**src/rtl/timer_pkg.sv**
```systemverilog
// Shared types and constants for the mm:ss countdown/up timer.
package timer_pkg;

    typedef enum logic [1:0] {
        ST_IDLE    = 2'd0,
        ST_RUN     = 2'd1,
        ST_PAUSE   = 2'd2,
        ST_EXPIRED = 2'd3
    } timer_state_t;

    localparam logic [3:0] BCD_MAX      = 4'd9;
    localparam logic [3:0] SEC_TENS_MAX = 4'd5;
    localparam logic [6:0] SEG_BLANK    = 7'h7F;

    // Four BCD digits of an mm:ss value
    typedef struct packed {
        logic [3:0] min_t;
        logic [3:0] min_o;
        logic [3:0] sec_t;
        logic [3:0] sec_o;
    } mmss_t;

    // Saturate a single digit to an upper limit
    function automatic logic [3:0] clamp_digit(input logic [3:0] d, input logic [3:0] lim);
        return (d > lim) ? lim : d;
    endfunction

endpackage

```
**src/rtl/seg7_decoder.sv**
```systemverilog
// Hex digit to active-low seven-segment pattern (bit 6 = g ... bit 0 = a).
module seg7_decoder
    import timer_pkg::*;
(
    input  logic [3:0] value,
    output logic [6:0] seg_c
);

    // Pure lookup; unknown codes blank the digit
    always_comb begin
        seg_c = SEG_BLANK;
        case (value)
            4'h0: seg_c = 7'h40;
            4'h1: seg_c = 7'h79;
            4'h2: seg_c = 7'h24;
            4'h3: seg_c = 7'h30;
            4'h4: seg_c = 7'h19;
            4'h5: seg_c = 7'h12;
            4'h6: seg_c = 7'h02;
            4'h7: seg_c = 7'h78;
            4'h8: seg_c = 7'h00;
            4'h9: seg_c = 7'h10;
            4'hA: seg_c = 7'h08;
            4'hB: seg_c = 7'h03;
            4'hC: seg_c = 7'h46;
            4'hD: seg_c = 7'h21;
            4'hE: seg_c = 7'h06;
            4'hF: seg_c = 7'h0E;
            default: seg_c = SEG_BLANK;
        endcase
    end

endmodule

```
**src/rtl/countdown_timer.sv**
```systemverilog
// mm:ss up/down timer with start/pause/load control and seven-segment outputs.
// Define COUNTDOWN_TIMER_HEX_EN to build the HEX decoders; otherwise HEX3..HEX0 are blank.
module countdown_timer
    import timer_pkg::*;
#(
    parameter int unsigned TICK_DIV = 50000000,
    parameter int unsigned MIN_MAX  = 99
) (
    input  logic       CLOCK_50,
    input  logic       resetn,
    input  logic       load,
    input  logic [7:0] load_min,
    input  logic [7:0] load_sec,
    input  logic       dir,
    input  logic       start,
    input  logic       pause,
    output logic [7:0] min_bcd,
    output logic [7:0] sec_bcd,
    output logic       running,
    output logic       expired,
    output logic       done,
    output logic [6:0] HEX3,
    output logic [6:0] HEX2,
    output logic [6:0] HEX1,
    output logic [6:0] HEX0
);

    localparam int unsigned   PW         = (TICK_DIV > 2) ? $clog2(TICK_DIV) : 1;
    localparam logic [PW-1:0] PRESC_LAST = PW'(TICK_DIV - 1);
    localparam logic [6:0]    MIN_MAX_V  = 7'(MIN_MAX);
    localparam logic [3:0]    MIN_MAX_T  = 4'(MIN_MAX / 10);
    localparam logic [3:0]    MIN_MAX_O  = 4'(MIN_MAX % 10);

    timer_state_t  state_q, state_d;
    mmss_t         count_q, count_d;
    mmss_t         target_q, target_d;
    logic          dir_q, dir_d;
    logic [PW-1:0] presc_q, presc_d;
    logic          running_q, running_d;
    logic          expired_q, expired_d;
    logic          done_q, done_d;

    mmss_t         load_clamped;
    logic [6:0]    load_min_val;
    mmss_t         count_tick;
    logic          tick;
    logic          term_now;
    logic          term_tick;

    // Saturate loaded digits to a legal mm:ss value
    always_comb begin
        load_clamped.min_t = clamp_digit(load_min[7:4], BCD_MAX);
        load_clamped.min_o = clamp_digit(load_min[3:0], BCD_MAX);
        load_clamped.sec_t = clamp_digit(load_sec[7:4], SEC_TENS_MAX);
        load_clamped.sec_o = clamp_digit(load_sec[3:0], BCD_MAX);
        load_min_val = 7'(load_clamped.min_t) * 7'd10 + 7'(load_clamped.min_o);
        if (load_min_val > MIN_MAX_V) begin
            load_clamped.min_t = MIN_MAX_T;
            load_clamped.min_o = MIN_MAX_O;
        end
    end

    // One-second BCD step in the current direction, plus terminal detection
    always_comb begin
        count_tick = count_q;
        if (!dir_q) begin
            if (count_q.sec_o != 4'd0) begin
                count_tick.sec_o = count_q.sec_o - 4'd1;
            end else if (count_q.sec_t != 4'd0) begin
                count_tick.sec_t = count_q.sec_t - 4'd1;
                count_tick.sec_o = BCD_MAX;
            end else begin
                count_tick.sec_t = SEC_TENS_MAX;
                count_tick.sec_o = BCD_MAX;
                if (count_q.min_o != 4'd0) begin
                    count_tick.min_o = count_q.min_o - 4'd1;
                end else begin
                    count_tick.min_o = BCD_MAX;
                    count_tick.min_t = count_q.min_t - 4'd1;
                end
            end
        end else begin
            if (count_q.sec_o != BCD_MAX) begin
                count_tick.sec_o = count_q.sec_o + 4'd1;
            end else begin
                count_tick.sec_o = 4'd0;
                if (count_q.sec_t != SEC_TENS_MAX) begin
                    count_tick.sec_t = count_q.sec_t + 4'd1;
                end else begin
                    count_tick.sec_t = 4'd0;
                    if (count_q.min_o != BCD_MAX) begin
                        count_tick.min_o = count_q.min_o + 4'd1;
                    end else begin
                        count_tick.min_o = 4'd0;
                        count_tick.min_t = count_q.min_t + 4'd1;
                    end
                end
            end
        end
        term_now  = dir_q ? (count_q == target_q)    : (count_q == '0);
        term_tick = dir_q ? (count_tick == target_q) : (count_tick == '0);
        tick      = (state_q == ST_RUN) && (presc_q == PRESC_LAST);
    end

    // Next-state, datapath and registered-output logic
    always_comb begin
        state_d  = state_q;
        count_d  = count_q;
        target_d = target_q;
        dir_d    = dir_q;
        presc_d  = presc_q;

        if (load) begin
            state_d = ST_IDLE;
            presc_d = '0;
            dir_d   = dir;
            if (!dir) begin
                count_d = load_clamped;
            end else begin
                count_d  = '0;
                target_d = load_clamped;
            end
        end else begin
            case (state_q)
                ST_IDLE, ST_PAUSE: begin
                    if (start) begin
                        state_d = term_now ? ST_EXPIRED : ST_RUN;
                        // Resume keeps the partial second accumulated before the pause
                        if (state_q == ST_IDLE) begin
                            presc_d = '0;
                        end
                    end
                end
                ST_RUN: begin
                    presc_d = tick ? '0 : presc_q + PW'(1);
                    if (tick) begin
                        count_d = count_tick;
                    end
                    if (tick && term_tick) begin
                        state_d = ST_EXPIRED;
                    end else if (pause) begin
                        state_d = ST_PAUSE;
                    end
                end
                ST_EXPIRED: begin
                    state_d = ST_EXPIRED;
                end
                default: begin
                    state_d = ST_IDLE;
                end
            endcase
        end

        running_d = (state_d == ST_RUN);
        expired_d = (state_d == ST_EXPIRED);
        done_d    = (state_d == ST_EXPIRED) && (state_q != ST_EXPIRED);
    end

    // State and datapath registers
    always_ff @(posedge CLOCK_50 or negedge resetn) begin
        if (!resetn) begin
            state_q   <= ST_IDLE;
            count_q   <= '0;
            target_q  <= '0;
            dir_q     <= 1'b0;
            presc_q   <= '0;
            running_q <= 1'b0;
            expired_q <= 1'b0;
            done_q    <= 1'b0;
        end else begin
            state_q   <= state_d;
            count_q   <= count_d;
            target_q  <= target_d;
            dir_q     <= dir_d;
            presc_q   <= presc_d;
            running_q <= running_d;
            expired_q <= expired_d;
            done_q    <= done_d;
        end
    end

    assign min_bcd = {count_q.min_t, count_q.min_o};
    assign sec_bcd = {count_q.sec_t, count_q.sec_o};
    assign running = running_q;
    assign expired = expired_q;
    assign done    = done_q;

`ifdef COUNTDOWN_TIMER_HEX_EN
    seg7_decoder u_hex3 (.value(count_q.min_t), .seg_c(HEX3));
    seg7_decoder u_hex2 (.value(count_q.min_o), .seg_c(HEX2));
    seg7_decoder u_hex1 (.value(count_q.sec_t), .seg_c(HEX1));
    seg7_decoder u_hex0 (.value(count_q.sec_o), .seg_c(HEX0));
`else
    assign HEX3 = SEG_BLANK;
    assign HEX2 = SEG_BLANK;
    assign HEX1 = SEG_BLANK;
    assign HEX0 = SEG_BLANK;
`endif

endmodule
```
**config.mk**
```make
export PLATFORM = sky130hd
export DESIGN_NAME = countdown_timer
export DESIGN_NICKNAME = d
export VERILOG_FILES = /design/src/rtl/timer_pkg.sv /design/src/rtl/seg7_decoder.sv /design/src/rtl/countdown_timer.sv
export SDC_FILE = /design/constraint.sdc
export NUM_CORES = 1
export LEC_CHECK = 0
export ABC_CLOCK_PERIOD_IN_PS = 9450
export BUFFER_PORTS_ARGS = -buffer_cell sky130_fd_sc_hd__buf_4
export CORE_MARGIN = 2
export CORE_UTILIZATION = 40
export DETAILED_ROUTE_END_ITERATION = 6
export SYNTH_ARGS = -nofsm -noshare
export SYNTH_HDL_FRONTEND = slang
export SYNTH_SLANG_ARGS = --single-unit
export TNS_END_PERCENT = 100
```
**constraint.sdc**
```tcl
create_clock -name CLOCK_50 -period 9.45 [get_ports CLOCK_50]
set_input_delay 0.4725 -clock CLOCK_50 [delete_from_list [all_inputs] [get_ports CLOCK_50]]
set_output_delay 0.4725 -clock CLOCK_50 [all_outputs]
set_load 0.03 [all_outputs]
```
* Word-level counts from Yosys, hierarchy flattened
Cells that the tools add are included.
** Storage, ports and cells
- Register bits after elaboration :: 64
- Input port bits :: 22
** Cells by class
- Add/subtract/negate cells :: 10
- $mul :: 1
- Magnitude comparators :: 5
- Equal/unequal tests :: 14
- Muxes and demuxes :: 35
- Reductions and logical operators :: 16
** Operator list (count)
- 26-bit two-way mux :: 4
- 16-bit two-way mux :: 5
- 26-bit case mux with 2 select lines :: 1
- 4-bit two-way mux :: 11
- 16-bit equality test :: 2
- 16-bit logical NOT :: 2
- 8-bit two-way mux :: 4
- 26-bit by 1-bit adder with 26-bit output (second input constant) :: 1
- 26-bit equality test (second input constant) :: 1
- 12-bit two-way mux :: 2
- 4-bit by 1-bit adder with 4-bit output (second input constant) :: 4
- 4-bit by 1-bit subtractor with 4-bit output (second input constant) :: 4
- 4-bit greater-than comparator (second input constant) :: 3
- 4-bit nonzero test :: 3
- 2-bit two-way mux :: 5
- 4-bit != test (second input constant) :: 2
- 7-bit by 4-bit adder with 7-bit output :: 1
- 7-bit greater-than comparator (second input constant) :: 1
- 2-bit equality test (second input constant) :: 3
- 4-bit by 3-bit multiplier with 6-bit output (second input constant) :: 1
- 3-bit != test (second input constant) :: 2
- 2-bit case mux with 3 select lines :: 1
- 2-bit by 1-bit equality test with 1-bit output (second input constant) :: 2
- 4-bit by 3-bit greater-than comparator with 1-bit output (second input constant) :: 1
- other kinds (10) :: 15

* Depth between registers and ports, before layout
- Depth after elaboration :: 13
- Gate-level depth with buffers :: 14
- Depth with buffers taken out :: 14

* Worst setup path before layout
Ideal clock, no wire load.
- Path type :: register to register
- Start point :: register count_q, in the netlist sec_bcd[0]
- End point :: register running_q (netlist: running)
- Arrival :: 3.093 ns
- Slack :: 6.234 ns
- Stages on the path, launching flop included :: 10
- Path buffers :: 0
- Period minus slack after synthesis :: 3.216 ns
- Path through :: dfrtp_1 > or4_4 > or4_4 > o22ai_1 > nor3_2 > xnor2_1 > or4_4 > o31ai_4 > nand2_2 > o221a_1
** Between the ends
- Word-level cells in the longest chain between the ends :: 10
** RTL lines
- from (decl) :: RTL line countdown_timer.sv:35 : mmss_t count_q, count_d;
- from (signal assigned) :: RTL line countdown_timer.sv:172 : count_q <= count_d;
- 4-bit by 1-bit subtractor with 4-bit output (tied with other cells) :: RTL line countdown_timer.sv:68 : count_tick.sec_o = count_q.sec_o - 4'd1;
- 4-bit two-way mux (tied with other cells) :: RTL line countdown_timer.sv:67 : if (count_q.sec_o != 4'd0) begin
- 16-bit two-way mux :: RTL line countdown_timer.sv:66 : if (!dir_q) begin
- 16-bit equality test or 16-bit logical NOT (tied branches) :: RTL line countdown_timer.sv:101 : term_tick = dir_q ? (count_tick == target_q) : (count_tick == '0);
- 1-bit two-way mux :: RTL line countdown_timer.sv:101
- 1-bit logical AND :: RTL line countdown_timer.sv:139 : if (tick && term_tick) begin
- 2-bit two-way mux :: RTL line countdown_timer.sv:139
- 2-bit case mux with 3 select lines (*) :: RTL line countdown_timer.sv:124 : case (state_q)
- 2-bit two-way mux (*) :: RTL line countdown_timer.sv:113 : if (load) begin
- 2-bit by 1-bit equality test with 1-bit output (*) :: RTL line countdown_timer.sv:154 : running_d = (state_d == ST_RUN);
- via running_d :: RTL line countdown_timer.sv:39 : logic running_q, running_d;
- to (signal assigned) :: RTL line countdown_timer.sv:176 : running_q <= running_d;
- to (decl) :: RTL line countdown_timer.sv:39
Mark *: on every way through the listed nets, which the timed path passes. The rest lies on a longest branch.
A chain may end at the register's enable or synchronous reset.

* Worst setup path in the final report
Same ends and word-level chain as after synthesis.

==> results.sh <==
export IMPL_hold_viol=0
export IMPL_cts_hold_fix_buffers=0
export IMPL_drive_gt1_share_pct=13.8
export IMPL_cp_max_fo=27
export IMPL_cts_setup_buffers=0
export IMPL_firstDrtPassIters=5
export IMPL_fmax_ghz=0.281
export IMPL_syn2layout_area_growth_pct=10.9
export IMPL_place_area_um2=5220
export IMPL_drt_iter0_drc=321
export IMPL_ant_nets=0
export IMPL_setup_viol=0
export IMPL_hp_class="in2async"
export IMPL_synthMuxAreaShare_pct=1.66
export IMPL_ys_seq_elements=64
export IMPL_seqCellArea_um2=1600
export IMPL_nets=651
export IMPL_synth_compound_area_share_pct=16.9
export IMPL_final_common_cell="nor2_1"
export IMPL_status="finished clean"
export IMPL_crit_path_end_kind="register"
export IMPL_antenna_cells=0
export IMPL_cts_clk_slew_worst_paths_ns=0.05
export IMPL_synth_edff_count=0
export IMPL_overflow=0
export IMPL_relSlewSlack_pct=35.9
export IMPL_p_total_mw=0.877
export IMPL_cts_tree="built"
export IMPL_vias_per_cell=5.40
export IMPL_arrival_ns=3.78
export IMPL_vias=4264
export IMPL_cap_violations=0
export IMPL_drt_wl_total_um=12400
export IMPL_avgRoutedWirePerCell_um=15.7
export IMPL_syn_inst=601
export IMPL_power_density_nw_per_um2=159
export IMPL_route_detailed_drc=0
export IMPL_ys_types=81
export IMPL_synth_area_um2=4960
export IMPL_finalCritPeriodShare_pct=37.7
export IMPL_design_die_area_um2=13300
export IMPL_ff2ff_setup_slack_ns=5.89
export IMPL_synth_fa_ha_area_share_pct=3.18
export IMPL_worstSetupStartpointType="register"
export IMPL_synth_xor_area_share_pct=9.88
export IMPL_multi_input_area_um2=3020
export IMPL_die_h_um=115
export IMPL_layout_common_cells="nor2_1, dfrtp_1, nand2_1, buf_4, o21ai_0"
export IMPL_ioPinCount=69
export IMPL_stdcell_area_um2=5500
export IMPL_antenna_found_initial=0
export IMPL_period_minus_slack_ns=3.56
export IMPL_synth_async_reset_ratio_pct=100
export IMPL_whs_ns=0.226
export IMPL_grt_pass1_wl_um=20500
export IMPL_initial_core_util_pct=41.1
export IMPL_synth_simple_gate_area_share_pct=27.1
export IMPL_syn_avg_cell_area_um2=8.26
export IMPL_cts_inserted_buffers=9
export IMPL_ys_seq_area_share_pct=32.3
export IMPL_finalSetupTns_ns=0
export IMPL_fillCellCount=1201
export IMPL_grt_util_all_layers_pct=19.6
export IMPL_finClkSkew_ns=0.00749
export IMPL_gp_congestion=0.894
export IMPL_core_area_um2=12100
export IMPL_ys_flop_type="dfrtp_1"
export IMPL_dp_hpwl_um=9090
export IMPL_crit_required_ns=9.67
export IMPL_yosys_warnings=0
export IMPL_die_x_um=115
export IMPL_irDropWorstVdd_uv=63.1
export IMPL_synth_top_family_by_area="simple AND/OR/NAND/NOR gates"
export IMPL_clock_path_buffers=2
export IMPL_fp_row_count=40
export IMPL_worstSetupPathType="reg2reg"
export IMPL_timing_final_max_slew_violations=0
export IMPL_p_leak_nw=2.28
export IMPL_insertion_delay_ns=0.33
export IMPL_grt_pass1_vias=4039
export IMPL_cts_resized=0
export IMPL_grt_max_degree=65
export IMPL_cts_htree_levels=3
export IMPL_worstMarginPinSlew_ns=0.959
export IMPL_cts_sinks=64
export IMPL_portBuffers=40
export IMPL_rsz0062_at_grt="no"
export IMPL_cts_root_buf="clkbuf_16"
## sequential cells by signal, indices dropped and copies added, names as in the netlist
| register | cells |
|---|---|
| done | 1 |
| running | 1 |
| min_bcd | 8 |
| target_q | 16 |
| state_q | 2 |
| dir_q | 1 |
| presc_q | 26 |
| expired | 1 |
| sec_bcd | 8 |
## per-layer routing
layer  global-route usage, %  up-vias  routed length [um]
met2                    31.6      108                5950
met4                    7.15        0                 222
met3                    3.11       16                 515
met1                    26.5     2048                5720
met5                       0        -                   0
li1                        -     2092                   -
## metrics by stage
stage | worst slack [ns] | util (%) | instances
final | 5.89 | 45.6 | 789
after global routing | 5.74 | 45.6 | 789
after CTS | 5.88 | 45.6 | 789
after detailed placement | 5.92 | 43.2 | 774
after global placement | 5.95 | 43.2 | 774
after floorplan | 6.23 | - | 628
## cell usage after synthesis (3+ instances only)
| library cell | n | area (um2) |
|---|---|---|
| clkbuf_1 | 27 | 101 |
| nand4_1 | 15 | 93.8 |
| a22oi_1 | 3 | 22.5 |
| o32ai_1 | 3 | 26.3 |
| nand2b_1 | 10 | 62.6 |
| a211oi_1 | 4 | 30.0 |
| buf_6 | 3 | 33.8 |
| o21ai_0 | 37 | 185 |
| a21oi_1 | 21 | 105 |
| or4_4 | 4 | 45.0 |
| mux2i_1 | 6 | 60.1 |
| inv_1 | 16 | 60.1 |
| nand3_1 | 20 | 100 |
| ha_1 | 11 | 138 |
| xnor2_1 | 29 | 254 |
| nor3_1 | 20 | 100 |
| nor2_1 | 74 | 278 |
| dfrtp_1 | 64 | 1600 |
| o22ai_1 | 18 | 113 |
| or2_2 | 4 | 25.0 |
| a31oi_1 | 3 | 18.8 |
| nor2b_1 | 12 | 75.1 |
| o21a_1 | 3 | 22.5 |
| nor4b_1 | 3 | 26.3 |
| xor2_1 | 27 | 236 |
| nand2_1 | 55 | 206 |
| or3_1 | 4 | 25.0 |
| buf_2 | 5 | 25.0 |
| and3_1 | 7 | 43.8 |
| buf_4 | 29 | 218 |
## power breakdown
part | switching (mW) | total [mW] | internal [mW]
clock | 0.117 | 0.326 | 0.208
combinational | 0.138 | 0.226 | 0.0880
sequential | 0.0355 | 0.326 | 0.290
total | 0.291 | 0.877 | 0.587
## worst max-delay path, cell delays in order (launching register included)
cell and delay (ns):
dfrtp_1 0.66, or4_4 0.70, or4_4 0.48, o22ai_1 0.20
nor3_2 0.07, xnor2_1 0.13, or4_4 0.54, o31ai_4 0.31
nand2_2 0.11, o221a_1 0.24
## layout make-up
type                            instances  area share (%)
Clock inverter                          4           0.819
Inverter                               16            1.09
Tap cell                              168            3.82
Clock buffer                           11            4.41
Timing Repair Buffer                   43            5.87
Multi-Input combinational cell        483            54.9
Sequential cell                        64            29.1
## cells by family after synthesis
group                      after synthesis
muxes                                    8
xor gates and xnor gates                56
buffers and inverters                   81
adders and majority gates               12
AOI/OAI and AO/OA                      126
DFF                                     64
and+or+nand+nor                        253
other                                    1
## worst paths after layout
path | end | from | cells after the start
setup / recovery | running$_DFF_PN0_ | sec_bcd[0]$_DFFE_PN0P_ | 9
hold / removal | presc_q[8]$_DFFE_PN0P_ | resetn | 1
setup reg to reg | running$_DFF_PN0_ | sec_bcd[0]$_DFFE_PN0P_ | 9
hold reg to reg | presc_q[16]$_DFFE_PN0P_ | presc_q[16]$_DFFE_PN0P_ | 1
max in group asynchronous | done$_DFF_PN0_ | resetn | 1
min in group CLOCK_50 | state_q[0]$_DFF_PN0_ | pause | 2
Note: power is estimated with default switching activity, not from simulation.
